## src/rtl/car_draw_scheduler.sv

```systemverilog
// car_draw_scheduler: round-robin EN sequencer for car sprite engines.
// Serves each engine once per frame and muxes its pixel bus to the VGA side.
module car_draw_scheduler #(
   parameter int          NUM_CARS = 4,
   parameter logic [23:0] TIMEOUT  = 24'd200000
) (
   input  logic                  clk,
   input  logic                  resetn,
   input  logic                  start,
   input  logic [NUM_CARS-1:0]   finish_in,
   input  logic [NUM_CARS-1:0]   plot_in,
   input  logic [8*NUM_CARS-1:0] x_in,
   input  logic [7*NUM_CARS-1:0] y_in,
   input  logic [3*NUM_CARS-1:0] colour_in,
   output logic [NUM_CARS-1:0]   en_out,
   output logic                  plot,
   output logic [7:0]            x,
   output logic [6:0]            y,
   output logic [2:0]            colour,
   output logic [2:0]            active_idx,
   output logic                  busy,
   output logic                  frame_done,
   output logic                  timeout_err
);

   localparam int IW = (NUM_CARS > 1) ? $clog2(NUM_CARS) : 1;

   localparam logic [IW-1:0] LAST_IDX = IW'(NUM_CARS - 1);
   localparam logic [23:0]   WD_LIMIT = TIMEOUT - 24'd1;
   localparam logic [23:0]   WD_MAX   = 24'hFFFFFF;

   localparam logic [NUM_CARS-1:0] EN_ONE = {{(NUM_CARS-1){1'b0}}, 1'b1};

   localparam logic [2:0] S_IDLE     = 3'd0;
   localparam logic [2:0] S_ISSUE    = 3'd1;
   localparam logic [2:0] S_WAIT_FIN = 3'd2;
   localparam logic [2:0] S_NEXT     = 3'd3;
   localparam logic [2:0] S_DONE     = 3'd4;

   logic [2:0]    state;
   logic [2:0]    state_nxt;
   logic [IW-1:0] idx;
   logic [IW-1:0] idx_nxt;
   logic [23:0]   wd;
   logic          fin_cur;
   logic          wd_hit;
   logic          to_set;

   // Only the finish bit of the engine being served matters.
   always_comb begin
      fin_cur = finish_in[idx];
   end

   // Watchdog limit reached; a finish in the same cycle wins.
   always_comb begin
      wd_hit = (wd == WD_LIMIT);
      to_set = (state == S_WAIT_FIN) && !fin_cur && wd_hit;
   end

   // Next-state and next-index logic.
   always_comb begin
      state_nxt = state;
      idx_nxt   = idx;
      case (state)
         S_IDLE: begin
            if (start) begin
               state_nxt = S_ISSUE;
               idx_nxt   = '0;
            end
         end
         S_ISSUE: begin
            state_nxt = S_WAIT_FIN;
         end
         S_WAIT_FIN: begin
            if (fin_cur || wd_hit) begin
               state_nxt = S_NEXT;
            end
         end
         S_NEXT: begin
            if (idx == LAST_IDX) begin
               state_nxt = S_DONE;
            end else begin
               idx_nxt   = idx + 1'b1;
               state_nxt = S_ISSUE;
            end
         end
         S_DONE: begin
            if (start) begin
               state_nxt = S_ISSUE;
               idx_nxt   = '0;
            end else begin
               state_nxt = S_IDLE;
            end
         end
         default: begin
            state_nxt = S_IDLE;
            idx_nxt   = '0;
         end
      endcase
   end

   // State and engine index registers.
   always_ff @(posedge clk or negedge resetn) begin
      if (!resetn) begin
         state <= S_IDLE;
         idx   <= '0;
      end else begin
         state <= state_nxt;
         idx   <= idx_nxt;
      end
   end

   // Watchdog: cleared on issue, counts while waiting, saturates.
   always_ff @(posedge clk or negedge resetn) begin
      if (!resetn) begin
         wd <= '0;
      end else if (state == S_ISSUE) begin
         wd <= '0;
      end else if (state == S_WAIT_FIN && wd != WD_MAX) begin
         wd <= wd + 24'd1;
      end
   end

   // Sticky timeout flag, cleared only by reset.
   always_ff @(posedge clk or negedge resetn) begin
      if (!resetn) begin
         timeout_err <= 1'b0;
      end else if (to_set) begin
         timeout_err <= 1'b1;
      end
   end

   // One-hot EN pulse while issuing; status flags from state.
   always_comb begin
      en_out     = (state == S_ISSUE) ? (EN_ONE << idx) : '0;
      busy       = (state != S_IDLE);
      frame_done = (state == S_DONE);
      active_idx = 3'(idx);
   end

   // Pixel bus follows the served engine only while waiting on it.
   always_comb begin
      plot   = 1'b0;
      x      = '0;
      y      = '0;
      colour = '0;
      if (state == S_WAIT_FIN) begin
         for (int i = 0; i < NUM_CARS; i++) begin
            if (idx == IW'(i)) begin
               plot   = plot_in[i];
               x      = x_in[8*i +: 8];
               y      = y_in[7*i +: 7];
               colour = colour_in[3*i +: 3];
            end
         end
      end
   end

endmodule

```

## config.mk

```make
export PLATFORM = sky130hd
export DESIGN_NAME = car_draw_scheduler
export DESIGN_NICKNAME = d
export VERILOG_FILES = /design/src/rtl/car_draw_scheduler.sv
export SDC_FILE = /design/constraint.sdc
export NUM_CORES = 1
export LEC_CHECK = 0
export BUFFER_PORTS_ARGS = -buffer_cell sky130_fd_sc_hd__buf_2
export CORE_MARGIN = 1.5
export CORE_UTILIZATION = 35
export DETAILED_ROUTE_END_ITERATION = 8
export GPL_TIMING_DRIVEN = 0
export PLACE_DENSITY_LB_ADDON = 0.08
export REMOVE_ABC_BUFFERS = 1
export SLEW_MARGIN = 20
export SYNTH_ARGS = -nofsm -noshare
export SYNTH_HDL_FRONTEND = slang
export SYNTH_SLANG_ARGS = --single-unit
```

## constraint.sdc

```tcl
create_clock -name clk -period 2.8 [get_ports clk]
set_clock_uncertainty 0.2 [all_clocks]
set_input_delay 0.28 -clock clk [delete_from_list [all_inputs] [get_ports clk]]
set_output_delay 0.28 -clock clk [all_outputs]
set_load 0.005 [all_outputs]
```

# Word-level counts from Yosys, hierarchy flattened
# Cells that the tools add are included.
# word_totals
out_inout_bits	29
regBits	30
inputBits	83
elab_cells	68
# op_classes
muxes	33
bitwise	1
magnitude_cmp	1
n_reduce_logical	13
add_sub_neg	2
n_shift	1
n_eq_ne	13
# op_table
op	n
$mux 24	2
$mux 8	5
$mux 7	5
$add 24x1->24 const B	1
$eq 24x18->1 const B	1
$mux 3	8
$ne 24x24->1 const B	1
$pmux 3 s5	1
$mux 1	7
$eq 3x2->1 const B	2
$ne 2x2->1 const B	3
$pmux 2 s3	1
$eq 2x2->1 const B	2
$mux 2	2
$mux 4	1
$reduce_or 2->1	2
$shl 1x2->4 const A	1
$eq 3x1->1 const B	1
$eq 3x3->1 const B	1
$logic_and 1x1->1	3
$logic_not 3->1	1
$lt 2x3->1 const B	1
$reduce_and 3->1	1
$reduce_bool 3->1	1
other kinds (10)	10

# Longest topological paths before layout
# Gate-level depths: netlist of run 1.
# logic_depth
word_depth	6
mapped_depth	9
depth_no_buf	7

# Worst setup path before layout of run 1
# No wires, ideal clock.
# synth_timing
path_kind	register to output
start	reg idx[1]
end	out y[2]
path_slack_ns	0.532
arrival_ns	1.788
stages_incl_launch_ff	10
required_ns	2.320
n_path_buf	2
cell_sequence	dfrtp_1 > inv_1 > ha_1 > nor2b_1 > clkbuf_1 > clkbuf_1 > a221oi_1 > nor3_1 > a21oi_1 > nor2_1
# synth_via
elab_chain_cells	6
word_cells_on_any_way	9
cone_classes	3 x eq/ne; 5 x mux; 1 x reduce/logical
# synth_lines
item	line_no	source
start: declaration	42	logic [IW-1:0] idx;
start signal: assignment	109	idx <= idx_nxt;
$logic_not 2->1	149	if (idx == IW'(i)) begin
$mux 7 (3 in a row)	149	
$mux 7 (*)	149	
$mux 7 (*)	147	if (state == S_WAIT_FIN) begin
end: declaration	18	output logic [6:0] y,
# Every way passes the cells marked *; elsewhere a longest branch is shown, timed or not.

# Final worst setup path of run 1
# layout_timing
start	reg idx[0]
end	out y[5]
# The elaborated chain is that of the path after synthesis.

==> impl_metrics.toml, run 1 <==
[outcome]
status = "completed"

[yosys]
synthCells = 306
yosys_warnings = 0
synth_cell_type_count = 50
syn_area_sq_mm = 0.00239
ys.flop_type = "dfrtp_1"
syn_area_per_cell_sq_um = 7.80
synth_async_sr_flop_share_pct = 100
synth_seq_cells = 30
synth_edf_count = 0
ys_seq_area_share_pct = 31.5

[grt]
globalRouteTotalUtil_pct = 21.1
grt_max_degree = 41
grt_pass1_vias = 2635
grt_antenna_before_repair = 0
grt_pass1_wl_um = 12600
grt_overflow_total = 0

[timing]
max_freq_ghz = 0.390
final.setup.worst_slack_ns = 0.236
worst_slew_pin_slew_ns = 0.720
fin_crit_ns = 2.56
rsz0062_at_grt = "false"
slew_violations = 0
setup_violations = 0
max_slew_margin_pct = 51.6
post-route-period-util_pct = 91.6
finalHoldViolCount = 0

[die]
die_height_um = 85.6
die_w_um = 85.6
rows = 29
fp.coreArea_sq_mm = 0.00646
io_pins = 112
dieArea_sq_mm = 0.00732
initial_utilization_pct = 36.9

[routing]
drt-total-wl_um = 7620
routed_via_density = 5.55
dr.pass1.iters = 4
drt_iter0_drc = 152
ant_nets = 0
drc = 0
vias = 2675
post_drt_wl_per_cell_um = 15.8

[power]
internal_power_mw = 1.25
leakage_nw = 1.45
netSwitchingPower_mw = 0.955
p_total_mw = 2.20
switching_share_pct = 43.3
seqPwrFrac_pct = 26.0
combPwrFrac_pct = 57.6
power_density_mw_per_mm2 = 706
peakVddDrop_mv = 0.313
pwr-share-clk_pct = 16.4

[setup_path]
arrival_ns = 2.08
crit_required_ns = 2.32
slowest_delay_ns = 0.49
path_buf_inv = 3
cp-start-kind = "flip-flop"
critPathMaxFanout = 18
cpMaxStageDelayCell = "dfrtp_2"
crit_chain = "inv_1, ha_1, nor2b_4, buf_12, a221oi_1, nor3_1, a21oi_1, nor2_1, buf_2"
critPathTopFamily = "flip-flops"
critPathCaptureType = "output port"
path_class = "reg -> out"

[placement]
placed_area_sq_mm = 0.00295
pre_cts_slack_ns = -0.199
hpwl_um = 5440
routabilityCongestion = 0.825
io_buffers = 110

[layout]
drive_above_1_share_pct = 34.1
fin_area_sq_mm = 0.00312
antennaDiodeCount = 0
fill_cells = 659
area_growth_pct = 30.8
fin_nets = 492

[clock_tree]
cts_buffer_depth = 2
h-tree-depth = 2
clk_pin_slew_ns = 0.06
cts-root-buf = "clkbuf_8"
clock_sinks = 30
cts_tree = "done"
clk_latency_ns = 0.28
cts_made_buffers = 5

[flow_run]
cap_viol_max_count = 0

[hold_path]
hold_path.class = "in -> reg"
per-stage QoR:
| step | hold WS (ns) | utilization [%] | setup TNS (ns) | cells |
|---|---|---|---|---|
| after floorplan | -0.216 | - | 0 | 283 |
| after global placement | 0.157 | 45.4 | -19.28 | 470 |
| after detailed placement | 0.164 | 45.7 | -3.16 | 471 |
| after CTS | 0.0917 | 47.5 | 0 | 480 |
| after global routing | 0.129 | 48.3 | 0 | 482 |
| final | 0.100 | 48.3 | 0 | 482 |
final timing paths:
| check | start | to | slack (ns) | cells after the start |
|---|---|---|---|---|
| min | start | idx[1]$_DFFE_PN0P_ | 0.1 | 4 |
| min in group asynchronous | resetn | wd[17]$_DFFE_PN0P_ | 0.37 | 2 |
| max reg2reg | state[0]$_DFFE_PN0P_ | wd[17]$_DFFE_PN0P_ | 0.26 | 5 |
| max in group asynchronous | resetn | idx[1]$_DFFE_PN0P_ | 1.54 | 2 |
| min reg2reg | timeout_err$_DFFE_PN0P_ | timeout_err$_DFFE_PN0P_ | 0.26 | 1 |
| max | idx[0]$_DFFE_PN0P_ | y[5] | 0.24 | 9 |
timing repair:
| item | in CTS | in global routing |
|---|---|---|
| endpoints found under the hold margin | 30 | 0 |
| buffers inserted | 0 | 2 |
| setup endpoints to repair | 19 | 24 |
| cloned | 0 | 0 |
| resized for setup | 4 | 5 |
| hold buffers | 1 | 0 |
synth_stat cells (6+ instances only):
cell type | count | area, sq um
nor3_1 | 25 | 125
clkbuf_1 | 16 | 60.1
a21oi_1 | 27 | 135
nor4_1 | 8 | 50.1
dfrtp_1 | 30 | 751
o21ai_0 | 17 | 85.1
a31oi_1 | 9 | 56.3
inv_1 | 6 | 22.5
a221oi_1 | 18 | 158
nand2_1 | 15 | 56.3
nand3_1 | 9 | 45.0
nor2b_1 | 19 | 119
nand4_1 | 7 | 43.8
nor2_1 | 35 | 131
state kept, by name, summed over array words and instances (netlist names):
| name | flops |
|---|---|
| idx | 2 |
| state | 3 |
| timeout_err | 1 |
| wd | 24 |
cells in the final DEF, fill, tap and decap left out, types with 2 or more instances in the layout:
master / Yosys / final
nand3b_1: 2 / 2
clkbuf_8: 0 / 6
dfrtp_2: 0 / 2
ha_4: 0 / 2
o21ai_0: 17 / 17
a21oi_1: 27 / 27
nor2_1: 35 / 35
inv_1: 6 / 6
a31oi_1: 9 / 9
nor3_1: 25 / 25
mux2_2: 2 / 2
and2_1: 5 / 5
a221oi_1: 18 / 18
mux2i_1: 3 / 3
buf_2: 3 / 110
nor3b_1: 3 / 2
xor2_1: 2 / 2
and4_1: 4 / 4
xnor2_1: 2 / 2
nand3_1: 9 / 8
and3_1: 4 / 4
nor2b_1: 19 / 18
o22a_1: 3 / 3
nor4_1: 8 / 7
a21o_1: 3 / 3
ha_1: 5 / 2
nand4_1: 7 / 7
dfrtp_1: 30 / 28
buf_4: 1 / 2
nand2_1: 15 / 15
final cells by class:
class	instances	area (sq um)	share of cell area, %
clock buffers	7	86.3	2.77
clock inverters	1	5.00	0.160
inverters	6	22.5	0.721
multi-input cells	247	1560	50.1
flip-flops and latches	30	753	24.1
well taps	77	96.3	3.09
repair buffers	114	596	19.1
power groups by stage:
stage / combinational [mW] / clock (mW) / sequential [mW]
after floorplan: 0.779 / 0 / 0.548
after global placement: 1.16 / 0 / 0.571
after detailed placement: 1.19 / 0 / 0.570
after CTS: 1.21 / 0.372 / 0.567
after global routing: 1.42 / 0.396 / 0.586
final: 1.27 / 0.361 / 0.573
metal layers:
layer  track usage [%]  routed length [um]  vias to the layer above
met4              6.74                 117                        0
met3              6.26                 592                       11
met5                 0                   0                        -
met2              34.4                3640                       93
met1              27.0                3280                     1238
li1                  -                   -                     1333
cell families (layout without fill, tap and decap cells):
family                     after synthesis  count (layout)  share of synthesized area [%]
AOI/OAI and AO/OA                       85              85                           23.0
xor gates and xnor gates                 4               4                           1.47
adders and majority gates                5               5                           2.62
buffers and inverters                   29             128                           5.19
DFF                                     30              30                           31.5
muxes                                    6               6                           3.15
other                                    1               1                          0.157
and+or+nand+nor                        146             146                           33.0
tightest hold or removal path, stage by stage:
cell,delay [ns]
buf_2,0.09
nor3_1,0.05
nand2_1,0.05
o21ai_0,0.07
Note: power is estimated with default switching activity, not from simulation.
==> run 2: changes to the inputs <==
--- a/config.mk
+++ b/config.mk
@@ -8,8 +8,8 @@
 export BUFFER_PORTS_ARGS = -buffer_cell sky130_fd_sc_hd__buf_2
 export CORE_MARGIN = 1.5
 export CORE_UTILIZATION = 35
+export CTS_CLUSTER_DIAMETER = 150
 export DETAILED_ROUTE_END_ITERATION = 8
-export GPL_TIMING_DRIVEN = 0
 export PLACE_DENSITY_LB_ADDON = 0.08
 export REMOVE_ABC_BUFFERS = 1
 export SLEW_MARGIN = 20
==> run 2 against run 1 <==
  * Worst setup slack worse by 0.037 ns
  * Count of clock-buffer cells in the layout down 1
  * Routed wire length down 2.4%
  * Largest cell class unchanged
  * Largest power group unchanged
==> impl_metrics.toml, run 2 (synthesized netlist as in run 1, its figures left out) <==
[routing]
routed_via_density = 5.61
vias = 2723
post_drt_wl_per_cell_um = 15.3
ant_nets = 0
drt-total-wl_um = 7440
drt_iter0_drc = 168
dr.pass1.iters = 4
drc = 0

[die]
initial_utilization_pct = 36.9
die_w_um = 85.6
fp.coreArea_sq_mm = 0.00646
die_height_um = 85.6
io_pins = 112
rows = 29
dieArea_sq_mm = 0.00732

[layout]
final_common_cell = "buf_2"
fill_cells = 653
final_cell_mix = "buf_2 (110), nor2_1 (35), dfrtp_1 (29)"
final_cells = 485
reg_top3 = "wd: 24 flops, state: 3 flops, idx: 2 flops"
fin_nets = 497
antennaDiodeCount = 0
fin_area_sq_mm = 0.00310
area_growth_pct = 29.9
drive_above_1_share_pct = 33.1
utilization_pct = 48.0
top_register = "wd"
largest_reg_flops = 24

[timing]
post-route-period-util_pct = 92.9
finalHoldViolCount = 0
worst_slew_pin_slew_ns = 0.709
max_slew_margin_pct = 52.7
fin_crit_ns = 2.60
slew_violations = 0
rsz0062_at_grt = "false"
tns_ns = 0
max_freq_ghz = 0.384
setup_violations = 0
final.setup.worst_slack_ns = 0.199

[grt]
grt_pass1_vias = 2612
grt_overflow_total = 0
globalRouteTotalUtil_pct = 20.9
grt_max_degree = 41
grt_antenna_before_repair = 0
grt_pass1_wl_um = 12400

[setup_path]
crit_start = "idx[1]$_DFFE_PN0P_"
crit_chain = "inv_1, ha_2, nor2b_1, buf_4, a221oi_1, nor3_1, a21oi_1, nor2_1, buf_2"
reg2regPathDepth = 5
cp-start-kind = "flip-flop"
path_class = "reg -> out"
arrival_ns = 2.12
r2r-end = "wd[17]$_DFFE_PN0P_"
cpMaxStageDelayCell = "dfrtp_1"
crit_required_ns = 2.32
reg2reg_slack_ns = 0.48
critPathTopFamily = "flip-flops"
cp-endpoint = "x[4]"
r2r-start = "state[0]$_DFFE_PN0P_"
slowest_delay_ns = 0.46
path_buf_inv = 3
critPathMaxFanout = 18
cp.depth = 9
critPathCaptureType = "output port"

[flow_run]
cap_viol_max_count = 0

[placement]
placed_area_sq_mm = 0.00300
io_buffers = 110
numPlacedInstances = 478
hpwl_um = 5570
routabilityCongestion = 0.795
pre_cts_slack_ns = 0.404

[clock_tree]
cts-root-buf = "clkbuf_8"
post_cts_buffers = 0
clk_pin_slew_ns = 0.06
cts_buffer_depth = 2
cts_made_buffers = 5
clk_latency_ns = 0.28
cts_tree = "done"
h-tree-depth = 2
clock_sinks = 30

[power]
pwr-share-clk_pct = 16.4
peakVddDrop_mv = 0.295
seqPwrFrac_pct = 26.5
switching_share_pct = 43.0
netSwitchingPower_mw = 0.914
leakage_nw = 1.46
internal_power_mw = 1.21
power_density_mw_per_mm2 = 686
combPwrFrac_pct = 57.1

[hold_path]
hold_path.class = "in -> reg"

[outcome]
status = "completed"
==> run 2: routing by layer <==
layer / up-vias / global-route usage [%] / share of wire [%]
met1: 1271 / 26.3 / 44
li1: 1343 / - / -
met3: 11 / 4.81 / 5.5
met5: - / 0 / 0
met4: 0 / 6.01 / 1.5
met2: 98 / 36.0 / 49
==> run 2: worst min path at each step <==
stage / depth (start not counted) / endpoint / startpoint
3_5_place_dp: 1 / wd[14]$_DFFE_PN0P_ / resetn
2_1_floorplan: 0 / idx[0]$_DFFE_PN0P_ / resetn
4_1_cts: 4 / idx[1]$_DFFE_PN0P_ / start
3_3_place_gp: 1 / wd[15]$_DFFE_PN0P_ / resetn
5_1_grt: 4 / idx[1]$_DFFE_PN0P_ / start
6_report: 4 / idx[1]$_DFFE_PN0P_ / start
==> run 2: final cells by class <==
class	instances	area, sq um	area share [%]
repair buffers	119	633	20.4
well taps	77	96.3	3.11
multi-input cells	247	1510	48.8
flip-flops and latches	30	752	24.3
inverters	6	22.5	0.726
clock buffers	6	82.6	2.66
==> run 2: timing repair <==
item                                    CTS  global route
endpoints found under the setup margin    0             9
hold buffers                              1             0
endpoints found under the hold margin    30             0
gates resized for setup                   0             2
==> run 2: through the flow <==
step	hold slack, ns	power, mW
final	0.121	2.13
after global routing	0.132	2.33
after CTS	0.104	2.15
after detailed placement	0.179	1.79
after global placement	0.169	1.79
after floorplan	-0.216	1.33
==> run 2: worst reg2reg max path, cell delays in order (launching register included) <==
cell and delay [ns]:
dfrtp_1 0.53, or3b_4 0.48, or4_4 0.60, nor3_2 0.21, o21ai_1 0.08, a31oi_1 0.15
==> run 2: power groups by stage <==
stage | clock network [mW] | registers (mW) | logic, mW
after global routing | 0.374 | 0.576 | 1.38
after detailed placement | 0 | 0.570 | 1.22
after global placement | 0 | 0.571 | 1.22
after CTS | 0.360 | 0.563 | 1.23
after floorplan | 0 | 0.548 | 0.779
final | 0.349 | 0.564 | 1.21
